**src/rtl/maf_pipe_stage.sv**
```systemverilog
// Elastic MAF pipeline register: carry/sum pair plus side-band with valid/ready,
// optional skid buffer (registered in_ready), synchronous flush and a stall counter.
module maf_pipe_stage #(
    parameter int CS_W      = 48,
    parameter int SIDE_W    = 111,
    parameter int REG_RDY   = 1,
    parameter int ZERO_KILL = 1
) (
    input  logic              clk,
    input  logic              rstn,
    input  logic              flush,
    input  logic              stat_clr,
    input  logic              in_valid,
    output logic              in_ready,
    input  logic [CS_W-1:0]   in_carry,
    input  logic [CS_W-1:0]   in_sum,
    input  logic [SIDE_W-1:0] in_side,
    output logic              out_valid,
    input  logic              out_ready,
    output logic [CS_W-1:0]   out_carry,
    output logic [CS_W-1:0]   out_sum,
    output logic [SIDE_W-1:0] out_side,
    output logic [1:0]        occupancy,
    output logic [15:0]       stall_cnt
);

    localparam int PAY_W = 2 * CS_W + SIDE_W;

    typedef enum logic [1:0] {EMPTY = 2'd0, FULL = 2'd1, SKID = 2'd2} state_t;

    state_t             state;
    logic [PAY_W-1:0]   in_pay_p0;
    logic [PAY_W-1:0]   m_pay_p1;
    logic [PAY_W-1:0]   s_pay_p1;
    logic               accept;
    logic               emit;

    function automatic logic [15:0] sat_inc(input logic [15:0] v);
        return (v == 16'hFFFF) ? v : v + 16'd1;
    endfunction

    assign in_pay_p0 = {in_carry, in_sum, in_side};
    assign out_valid = (state != EMPTY);
    assign accept    = in_valid & in_ready;
    assign emit      = out_valid & out_ready;

    // Skid mode decodes ready from state only, so out_ready never reaches in_ready.
    always_comb begin
        if (REG_RDY != 0) in_ready = (state != SKID);
        else              in_ready = (state == EMPTY) || out_ready;
    end

    always_comb begin
        unique case (state)
            FULL:    occupancy = 2'd1;
            SKID:    occupancy = 2'd2;
            default: occupancy = 2'd0;
        endcase
    end

    // ---- stage p0 -> p1: main register M and skid register S ----
    always_ff @(posedge clk or negedge rstn) begin
        if (!rstn) begin
            state    <= EMPTY;
            m_pay_p1 <= '0;
            s_pay_p1 <= '0;
        end else if (flush) begin
            state <= EMPTY;
            if (ZERO_KILL != 0) begin
                m_pay_p1 <= '0;
                s_pay_p1 <= '0;
            end
        end else begin
            unique case (state)
                EMPTY: begin
                    if (accept) begin
                        m_pay_p1 <= in_pay_p0;
                        state    <= FULL;
                    end
                end
                FULL: begin
                    if (accept && emit) begin
                        m_pay_p1 <= in_pay_p0;
                    end else if (accept) begin
                        s_pay_p1 <= in_pay_p0;
                        state    <= SKID;
                    end else if (emit) begin
                        state <= EMPTY;
                    end
                end
                SKID: begin
                    if (emit) begin
                        m_pay_p1 <= s_pay_p1;
                        state    <= FULL;
                    end
                end
                default: state <= EMPTY;
            endcase
        end
    end

    assign {out_carry, out_sum, out_side} = m_pay_p1;

    always_ff @(posedge clk or negedge rstn) begin
        if (!rstn)                        stall_cnt <= '0;
        else if (stat_clr)                stall_cnt <= '0;
        else if (out_valid && !out_ready) stall_cnt <= sat_inc(stall_cnt);
    end

endmodule

```
**config.mk**
```make
export PLATFORM = sky130hd
export DESIGN_NAME = maf_pipe_stage
export DESIGN_NICKNAME = d
export VERILOG_FILES = /design/src/rtl/maf_pipe_stage.sv
export SDC_FILE = /design/constraint.sdc
export NUM_CORES = 1
export LEC_CHECK = 0
export ABC_CLOCK_PERIOD_IN_PS = 2400
export CORE_MARGIN = 2
export CORE_UTILIZATION = 36
export CTS_CLUSTER_DIAMETER = 120
export DETAILED_ROUTE_END_ITERATION = 10
export DONT_BUFFER_PORTS = 1
export PLACE_DENSITY = 0.46
export SLEW_MARGIN = 20
export SYNTH_ARGS = -nofsm -noshare
export SYNTH_HDL_FRONTEND = slang
export SYNTH_SLANG_ARGS = --single-unit
```
**constraint.sdc**
```tcl
create_clock -name clk -period 2.4 [get_ports clk]
set_input_delay 0.24 -clock clk [delete_from_list [all_inputs] [get_ports clk]]
set_output_delay 0.24 -clock clk [all_outputs]
set_load 0.01 [all_outputs]
```
# Word-level counts from Yosys, hierarchy flattened
# Index checks and enable logic that the tools add are counted.
dict set report classes {
  add_sub_neg 1
  n_eq_ne 11
  n_mux 19
  n_bitwise 2
  reduce_logical 13
}
# operator count
set op_table {}
lappend op_table {{$mux 207} 7}
lappend op_table {{$pmux 207 s3} 1}
lappend op_table {{$mux 16} 3}
lappend op_table {{$add 16x1->16 const B} 1}
lappend op_table {{$eq 16x16->1 const B} 1}
lappend op_table {{$mux 2} 6}
lappend op_table {{$ne 3x3->1 const B} 4}
lappend op_table {{$reduce_and 4->1} 2}
lappend op_table {{$reduce_bool 2->1} 4}
lappend op_table {{$ne 2x2->1 const B} 3}
lappend op_table {{$pmux 2 s3} 1}
lappend op_table {{$ne 4x4->1 const B} 1}
lappend op_table {{$pmux 2 s2} 1}
lappend op_table {{$reduce_bool 4->1} 1}
lappend op_table {{$reduce_and 3->1} 1}
lappend op_table {{$and 1x1->1} 2}
lappend op_table {{$eq 2x1->1 const B} 1}
lappend op_table {{$eq 2x2->1 const B} 1}
lappend op_table {{$logic_and 1x1->1} 2}
lappend op_table {{$logic_not 2->1} 1}
lappend op_table {{$reduce_and 2->1} 1}
lappend op_table {{$logic_not 1->1} 1}
dict set report totals {
  register_bits 432
  inputBits 213
  word_cells 50
}

# Depth between registers and ports, before layout
# Gate-level depths: netlist (run 1).
dict set report logic_depth {
  depth_word 7
  ltp_mapped 9
  ltp_nobuf 5
}

# Worst setup path after synthesis (run 1)
# OpenSTA, ideal clock, no wires.
dict set report synth_timing {
  path_type {register -> register}
  from {register stall_cnt[0]}
  to {register stall_cnt[14]}
  setup_time_ns 0.136
  t_arrival_ns 1.687
  path_slack_ns 0.577
  stages_incl_launch_ff 6
  cell_sequence {dfrtp_1 > ha_1 > nand4_2 > or4_4 > o311ai_1 > o41ai_1}
}
dict set report synth_between {
  elab_chain_cells 4
  word_cells_on_any_way 7
  cone_classes {1 x add/sub; 2 x eq/ne; 3 x mux; 1 x reduce/logical}
}
# element line
set synth_rtl {}
lappend synth_rtl {{start: declaration} 24} ;# output logic [15:0] stall_cnt
lappend synth_rtl {{start signal: assignment} 107} ;# else if (out_valid && !out_ready) stall_cnt <= sat_inc(stall_cnt);
lappend synth_rtl {{$add 16x1->16} 39} ;# return (v == 16'hFFFF) ? v : v + 16'd1;
lappend synth_rtl {{$mux 16} 39}
lappend synth_rtl {{$mux 16} 107}
lappend synth_rtl {{$mux 16} 106} ;# else if (stat_clr) stall_cnt <= '0;
# Parallel ways exist; a longest one is shown, timed or not. The select of a mux whose other input is x is not followed.
# A chain may end at the register's enable or synchronous reset.

# Worst setup path after layout (run 1)
dict set report layout_timing {
  from {register state[1]}
  to {register s_pay_p1[116]}
}
dict set report layout_between {
  elab_chain_cells 5
  word_cells_on_any_way 10
  cone_classes {3 x eq/ne; 2 x bitwise; 5 x reduce/logical}
}
# element line
set layout_rtl {}
lappend layout_rtl {{start: declaration} 31} ;# state_t state;
lappend layout_rtl {{start signal: assignment} 64} ;# state <= EMPTY;
lappend layout_rtl {{start signal: assignment} 68} ;# state <= EMPTY;
lappend layout_rtl {{start signal: assignment} 78} ;# state <= FULL;
lappend layout_rtl {{$ne 2x2->1 / $reduce_bool 2->1 (equally long branches)} {49, 43}}
lappend layout_rtl {{$and 1x1->1 (on tied branches)} {44, 45}}
lappend layout_rtl {{$logic_and 1x1->1} 82} ;# if (accept && emit) begin
lappend layout_rtl {{$ne 2x2->1 (no source line)} --}
lappend layout_rtl {{$reduce_and 3->1 (no source line) *} --}
lappend layout_rtl {{end signal: assignment} 85} ;# s_pay_p1 <= in_pay_p0;
lappend layout_rtl {{end: declaration} 34} ;# logic [PAY_W-1:0] s_pay_p1;
# Every way passes the cells marked *; elsewhere a longest branch is shown, timed or not.

==> flow_metrics.tcl, run 1 <==
set metrics [dict create \
    synthTopCellsByArea "dfrtp_1, nand2_1, a21oi_1, mux2_2, mux2_1" \
    hold_violations 432 \
    reg2reg_to "s_pay_p1[116]$_DFFE_PN0P_" \
    setup_viol 0 \
    syn_inst 2139 \
    ir_worst_vdd_mv 0.4958 \
    crit_path_end "s_pay_p1[116]$_DFFE_PN0P_" \
    drv_cap 0 \
    totalWireLength_um 64570 \
    root_buffer "clkbuf_16" \
    antenna_found_initial 8 \
    synth_warnings 0 \
    grt_pass1_vias 16900 \
    nets 2627 \
    dpl.hpwl_um 33420 \
    tightest_slew_ns 2.215 \
    stdcell_area_sq_um 25640 \
    rsz0062_at_grt "no" \
    synth_top_area_share 0.5457 \
    failed_checks "hold timing, slew limit" \
    drtIter0Drc 1122 \
    cts.sinks 432 \
    design.core.area_sq_um 54130 \
    synth-seq-cells 432 \
    syn_avg_cell_area_sq_um 9.261 \
    cts_tree "done" \
    cts_htree_levels 2 \
    critical_path.max_fanout 66 \
    grt_usage 0.2229 \
    r2r-start "state[1]$_DFFE_PN0P_" \
    die-area_sq_um 56920 \
    fmax_mhz 439.5 \
    cp_slowest_cell "dlygate4sd3_1" \
    drtPass1Iterations 5 \
    worstSkewPairLatency_ns 0.58 \
    fin_worst_skew_ns 0.01116 \
    synth-main-ff-cell "dfrtp_1" \
    die_w_um 238.6 \
    cts_buffers 50 \
    fin_setup_tns_ns 0 \
    grt-ovfl-total 0 \
    grt_pass1_wl_um 100600 \
    antenna_left 0 \
    crit_chain "nand3b_1 -> or2_4 -> buf_16 -> nand2_1 -> a21oi_1 -> dlygate4sd3_1" \
    viasPerCell 5.213 \
    ys_types 50 \
    cp.arrival_ns 2.72 \
    multiInputGateArea_sq_um 8120 \
    placementRows 85 \
    via_count 16450 \
    syn_to_final_growth_pct 29.43 \
    synth_largest_area_cell "dfrtp_1" \
    hold_slack_ns -0.6411 \
    wire_per_inst_um 20.46 \
    status "complete, but fails checks" \
    regArea_sq_um 10810 \
    power_density_nw_per_um2 686.5 \
    reg2reg_slack_ns 0.12 \
    startpoint_type "flop" \
    ctsHoldBuffers 355 \
    netlist_area_sq_um 19810 \
    io_buffer_count 0 \
    critPathLaunch "state[1]$_DFFE_PN0P_" \
    slew_viol_final 222 \
    clockBufferDepth 3 \
    slew_headroom -0.4765 \
    die_h_um 238.6 \
    grt_start_max_net_pins 433 \
    r2r_cells 6 \
    syn-num-nets 2353 \
    slowest_delay_ns 0.57 \
    synth-edff-count 0 \
    synth-seq-area-share 0.5457 \
    crit_path_end_kind "flop" \
    start_util 0.3660 \
    fillCellCount 5117 \
    drive_gt1_frac 0.1240 \
    ios 440 \
    crit_required_ns 2.85 \
    period_needed_ns 2.275 \
    criticalPathCategory "flop to flop" \
    async_flop_share 1.000 \
    gp_congestion 0.8020 \
    placedInstanceArea_sq_um 20200 \
    hold_path_class "input pin to async pin" \
    p_leak_uw 0.01163 \
    route.detailed.drc 0 \
    timing.final.crit_share 0.9480 \
    cts.clk_slew.worst_paths_ns 0.06 \
]
==> where the power goes <==
part           internal [uW]  leakage (uW)  total, uW  switching [uW]
sequential              7710       0.00579       8240             531
combinational            863       0.00502       1650             785
clock                   4630      0.000825       7710            3090
==> metrics by stage <==
step | worst slack, ns | power [uW] | hold WS [ns] | utilization | std cells
3_3_place_gp | 0.4228 | 9418 | -0.04580 | 0.3731 | 2696
2_1_floorplan | 0.5770 | 9170 | -0.05559 | - | 2139
6_report | 0.1248 | 17600 | -0.6411 | 0.4736 | 3156
3_5_place_dp | 0.3809 | 9447 | -0.04668 | 0.3731 | 2696
5_1_grt | 0.005143 | 18340 | -0.6710 | 0.4736 | 3155
4_1_cts | 0.02608 | 17800 | -0.6741 | 0.4705 | 3141
==> sequential cells by signal, summed over array words and instances, names as in the netlist <==
signal,cells
m_pay_p1,207
s_pay_p1,207
stall_cnt,16
state,2
==> layout make-up <==
type,count,area share
clock buffers,79,0.06061
inverters,6,0.001074
clock inverters,11,0.004099
multi-input cells,1538,0.3167
flip-flops and latches,432,0.4217
diodes,9,0.0008784
repair buffers,385,0.1609
well taps,696,0.03396
==> worst max-delay path, delay by kind of cell (launching register included) <==
kind	cells	cell delay, ns
and+or+nand+nor	3	0.77
AOI/OAI and AO/OA	1	0.07
buffers and inverters	2	0.80
DFF	1	0.45
==> cell usage after synthesis, drive strengths merged (2+ instances only) <==
library cell	n
nand2	834
dfrtp	432
a21oi	422
mux2	209
buf	92
clkbuf	71
o21ai	10
nor2	8
or3	8
inv	6
nand3	6
nor2b	5
nand4	4
nor4	3
or2	3
and4	2
mux2i	2
o21a	2
o41ai	2
or4	2
==> per-layer routing <==
| metal | up-vias | global-route usage | part of all wire |
|---|---|---|---|
| met4 | 0 | 0.07386 | 0.027 |
| met1 | 8240 | 0.2848 | 0.42 |
| li1 | 7633 | - | - |
| met2 | 489 | 0.3636 | 0.48 |
| met5 | - | 0 | 0 |
| met3 | 91 | 0.06305 | 0.076 |
==> worst min-delay path by stage <==
stage / to / slack [ns] / depth (start not counted)
after floorplan: m_pay_p1[0]$_DFFE_PN0P_ / -0.06 / 0
after global placement: s_pay_p1[129]$_DFFE_PN0P_ / -0.05 / 0
after detailed placement: s_pay_p1[129]$_DFFE_PN0P_ / -0.05 / 0
after CTS: s_pay_p1[161]$_DFFE_PN0P_ / -0.67 / 0
after global routing: s_pay_p1[129]$_DFFE_PN0P_ / -0.67 / 0
final: s_pay_p1[125]$_DFFE_PN0P_ / -0.64 / 0
==> kinds of logic (layout without fill, tap and decap cells) <==
kind of cell | after synthesis | after routing | share of synthesized area
and+or+nand+nor | 879 | 879 | 0.1725
other | 0 | 9 | 0
adders and majority gates | 1 | 1 | 0.0006315
xor gates and xnor gates | 1 | 1 | 0.0004422
AOI/OAI and AO/OA | 446 | 446 | 0.1155
DFF | 432 | 432 | 0.5457
muxes | 211 | 211 | 0.1198
buffers and inverters | 169 | 481 | 0.04547
==> repair_timing <==
item                                   CTS  global route
setup endpoints to repair                0           107
buffers inserted                         0             3
endpoints found under the hold margin  857           432
gates resized for setup                  0             9
==> cell usage in the layout, fill, tap and decap left out, drive strengths merged, types with 6 or more instances in the layout <==
cell type    count
dlygate4sd3    351
inv              6
dfrtp          432
mux2           209
o21ai           10
or3              8
buf             31
nand3            6
nor2             8
clkinv           9
diode            9
clkbuf          82
nand2          834
a21oi          422
(Power assumes the default switching activity.)
==> run 2, diff against run 1 <==
--- a/config.mk
+++ b/config.mk
@@ -11,6 +11,7 @@
 export CTS_CLUSTER_DIAMETER = 120
 export DETAILED_ROUTE_END_ITERATION = 10
 export DONT_BUFFER_PORTS = 1
+export GPL_ROUTABILITY_DRIVEN = 0
 export PLACE_DENSITY = 0.46
 export SLEW_MARGIN = 20
 export SYNTH_ARGS = -nofsm -noshare
==> results of run 2 <==
No change in the layout: final DEF, timing and power equal those of run 1.
==> run 3, diff against run 2 <==
--- a/config.mk
+++ b/config.mk
@@ -7,12 +7,12 @@
 export LEC_CHECK = 0
 export ABC_CLOCK_PERIOD_IN_PS = 2400
 export CORE_MARGIN = 2
-export CORE_UTILIZATION = 36
+export CORE_UTILIZATION = 30
 export CTS_CLUSTER_DIAMETER = 120
 export DETAILED_ROUTE_END_ITERATION = 10
 export DONT_BUFFER_PORTS = 1
 export GPL_ROUTABILITY_DRIVEN = 0
-export PLACE_DENSITY = 0.46
+export PLACE_DENSITY = 0.4
 export SLEW_MARGIN = 20
 export SYNTH_ARGS = -nofsm -noshare
 export SYNTH_HDL_FRONTEND = slang
==> flow_metrics.tcl, run 3 (synthesis results as in run 1) <==
set metrics [dict create \
    status "complete, but fails checks" \
    failed_checks "hold timing" \
    p_leak_uw 0.01127 \
    power_density_nw_per_um2 693.6 \
    final_cell_mix "nand2_1, dfrtp_1, a21oi_1" \
    die_h_um 261.0 \
    timing.final.crit_share 0.9730 \
    wl_met2_um 31480 \
    wire_per_inst_um 19.87 \
    drtPass1Iterations 5 \
    placementRows 94 \
    grt-ovfl-total 0 \
    drive_gt1_frac 0.1295 \
    antenna_found_initial 3 \
    wl_met3_um 5130 \
    nets 2585 \
    io_buffer_count 0 \
    criticalPathCategory "flop to flop" \
    reg2reg_to "m_pay_p1[178]$_DFFE_PN0P_" \
    hold_violations 474 \
    tightest_slew_ns 0.9063 \
    cts_tree "done" \
    startpoint_type "flop" \
    cts_htree_levels 2 \
    viasPerCell 4.927 \
    drv_cap 0 \
    critPathLaunch "state[1]$_DFFE_PN0P_" \
    grt_pass1_vias 15760 \
    cts.clk_slew.worst_paths_ns 0.06 \
    cp.arrival_ns 2.87 \
    fin_worst_skew_ns 0.01348 \
    die-area_sq_um 68110 \
    grt_pass1_wl_um 95100 \
    route.detailed.drc 0 \
    r2r-start "state[1]$_DFFE_PN0P_" \
    reg_top3 "m_pay_p1 x207, s_pay_p1 x207, stall_cnt x16" \
    ios 440 \
    period_needed_ns 2.335 \
    drtIter0Drc 1063 \
    slew_viol_final 0 \
    root_buffer "clkbuf_16" \
    reg2reg_slack_ns 0.06 \
    ir_worst_vdd_mv 0.5359 \
    dpl.hpwl_um 35810 \
    grt_start_max_net_pins 433 \
    clockBufferDepth 3 \
    r2r_cells 8 \
    cts_buffers 52 \
    hold_slack_ns -0.6389 \
    totalWireLength_um 65090 \
    syn_to_final_growth_pct 27.83 \
    setup_viol 0 \
    critical_path.max_fanout 39 \
    top_layer_used "met4" \
    cts.sinks 432 \
    layout_commonest_cell "nand2_1" \
    crit_required_ns 2.93 \
    antenna_left 0 \
    power_uw 17570 \
    start_util 0.3024 \
    hold_path_class "input pin to async pin" \
    via_count 16140 \
    design.core.area_sq_um 65510 \
    wirelength_met1_um 27360 \
    crit_path_end_kind "flop" \
    die_w_um 261.0 \
    grt_usage 0.1766 \
    slew_headroom 0.3958 \
    worstSkewPairLatency_ns 0.59 \
    fmax_mhz 428.2 \
]
-- run 3: changes by cell type in the layout (fill, tap and decap cells not counted), sizes merged --
cell,previous run,this run
clkbuf,82,88
diode,9,3
dlygate4sd3,351,299
clkinv,9,7
bufinv,2,1
or2,3,4
buf,31,37
-- run 3: power breakdown --
group	switching [uW]	internal [uW]	leakage (uW)	total [uW]
combinational	699	851	0.00464	1550
sequential	525	7710	0.00579	8230
clock	3130	4650	0.000833	7780
total	4350	13200	0.0113	17600
-- run 3: area by class of cell --
cell class | count | area [sq um]
Clock inverter | 8 | 65.06
Tap cell | 864 | 1081
Timing Repair Buffer | 340 | 3585
Inverter | 6 | 35.03
Multi-Input combinational cell | 1539 | 8127
Antenna cell | 3 | 7.507
Sequential cell | 432 | 10810
Fill cell | 6473 | 40190
Clock buffer | 84 | 1613
-- run 3: what timing repair did --
item	CTS	global route
endpoints found under the hold margin	855	625
setup buffers	0	4
resized for setup	0	8
hold buffers	244	55
setup endpoints to repair	0	67
-- run 3: per-stage QoR --
stage	instances	TNS, ns	area (sq um)	utilization	setup WS [ns]
2_1_floorplan	2139	0	19810	-	0.5770
3_3_place_gp	2873	0	20480	0.3126	0.2606
3_5_place_dp	2873	0	20480	0.3126	0.2053
4_1_cts	3209	0	24600	0.3755	0.01088
5_1_grt	3276	-0.1628	25320	0.3866	-0.07057
6_report	3276	0	25320	0.3866	0.06479
-- run 3: critical path, cell delays in order, from the launching register on --
cell and delay, ns:
dfrtp_2 0.45, nor2b_4 0.16, buf_12 0.14, inv_12 0.20
buf_4 0.34, nand2_1 0.09, a21oi_1 0.16, dlygate4sd3_1 0.58
mux2_2 0.14
-- run 3: per-layer routing --
metal,global-route usage,vias up
li1,-,7539
met2,0.2961,450
met4,0.04356,0
met5,0,-
met1,0.2222,8076
met3,0.05439,76
-- run 3: worst max path at each step --
stage               slack, ns                        end
floorplan                0.58  stall_cnt[14]$_DFFE_PN0P_
global placement         0.26   m_pay_p1[91]$_DFFE_PN0P_
detailed placement       0.21  m_pay_p1[111]$_DFFE_PN0P_
CTS                      0.01  m_pay_p1[172]$_DFFE_PN0P_
global route            -0.07  m_pay_p1[178]$_DFFE_PN0P_
finish                   0.06  m_pay_p1[178]$_DFFE_PN0P_
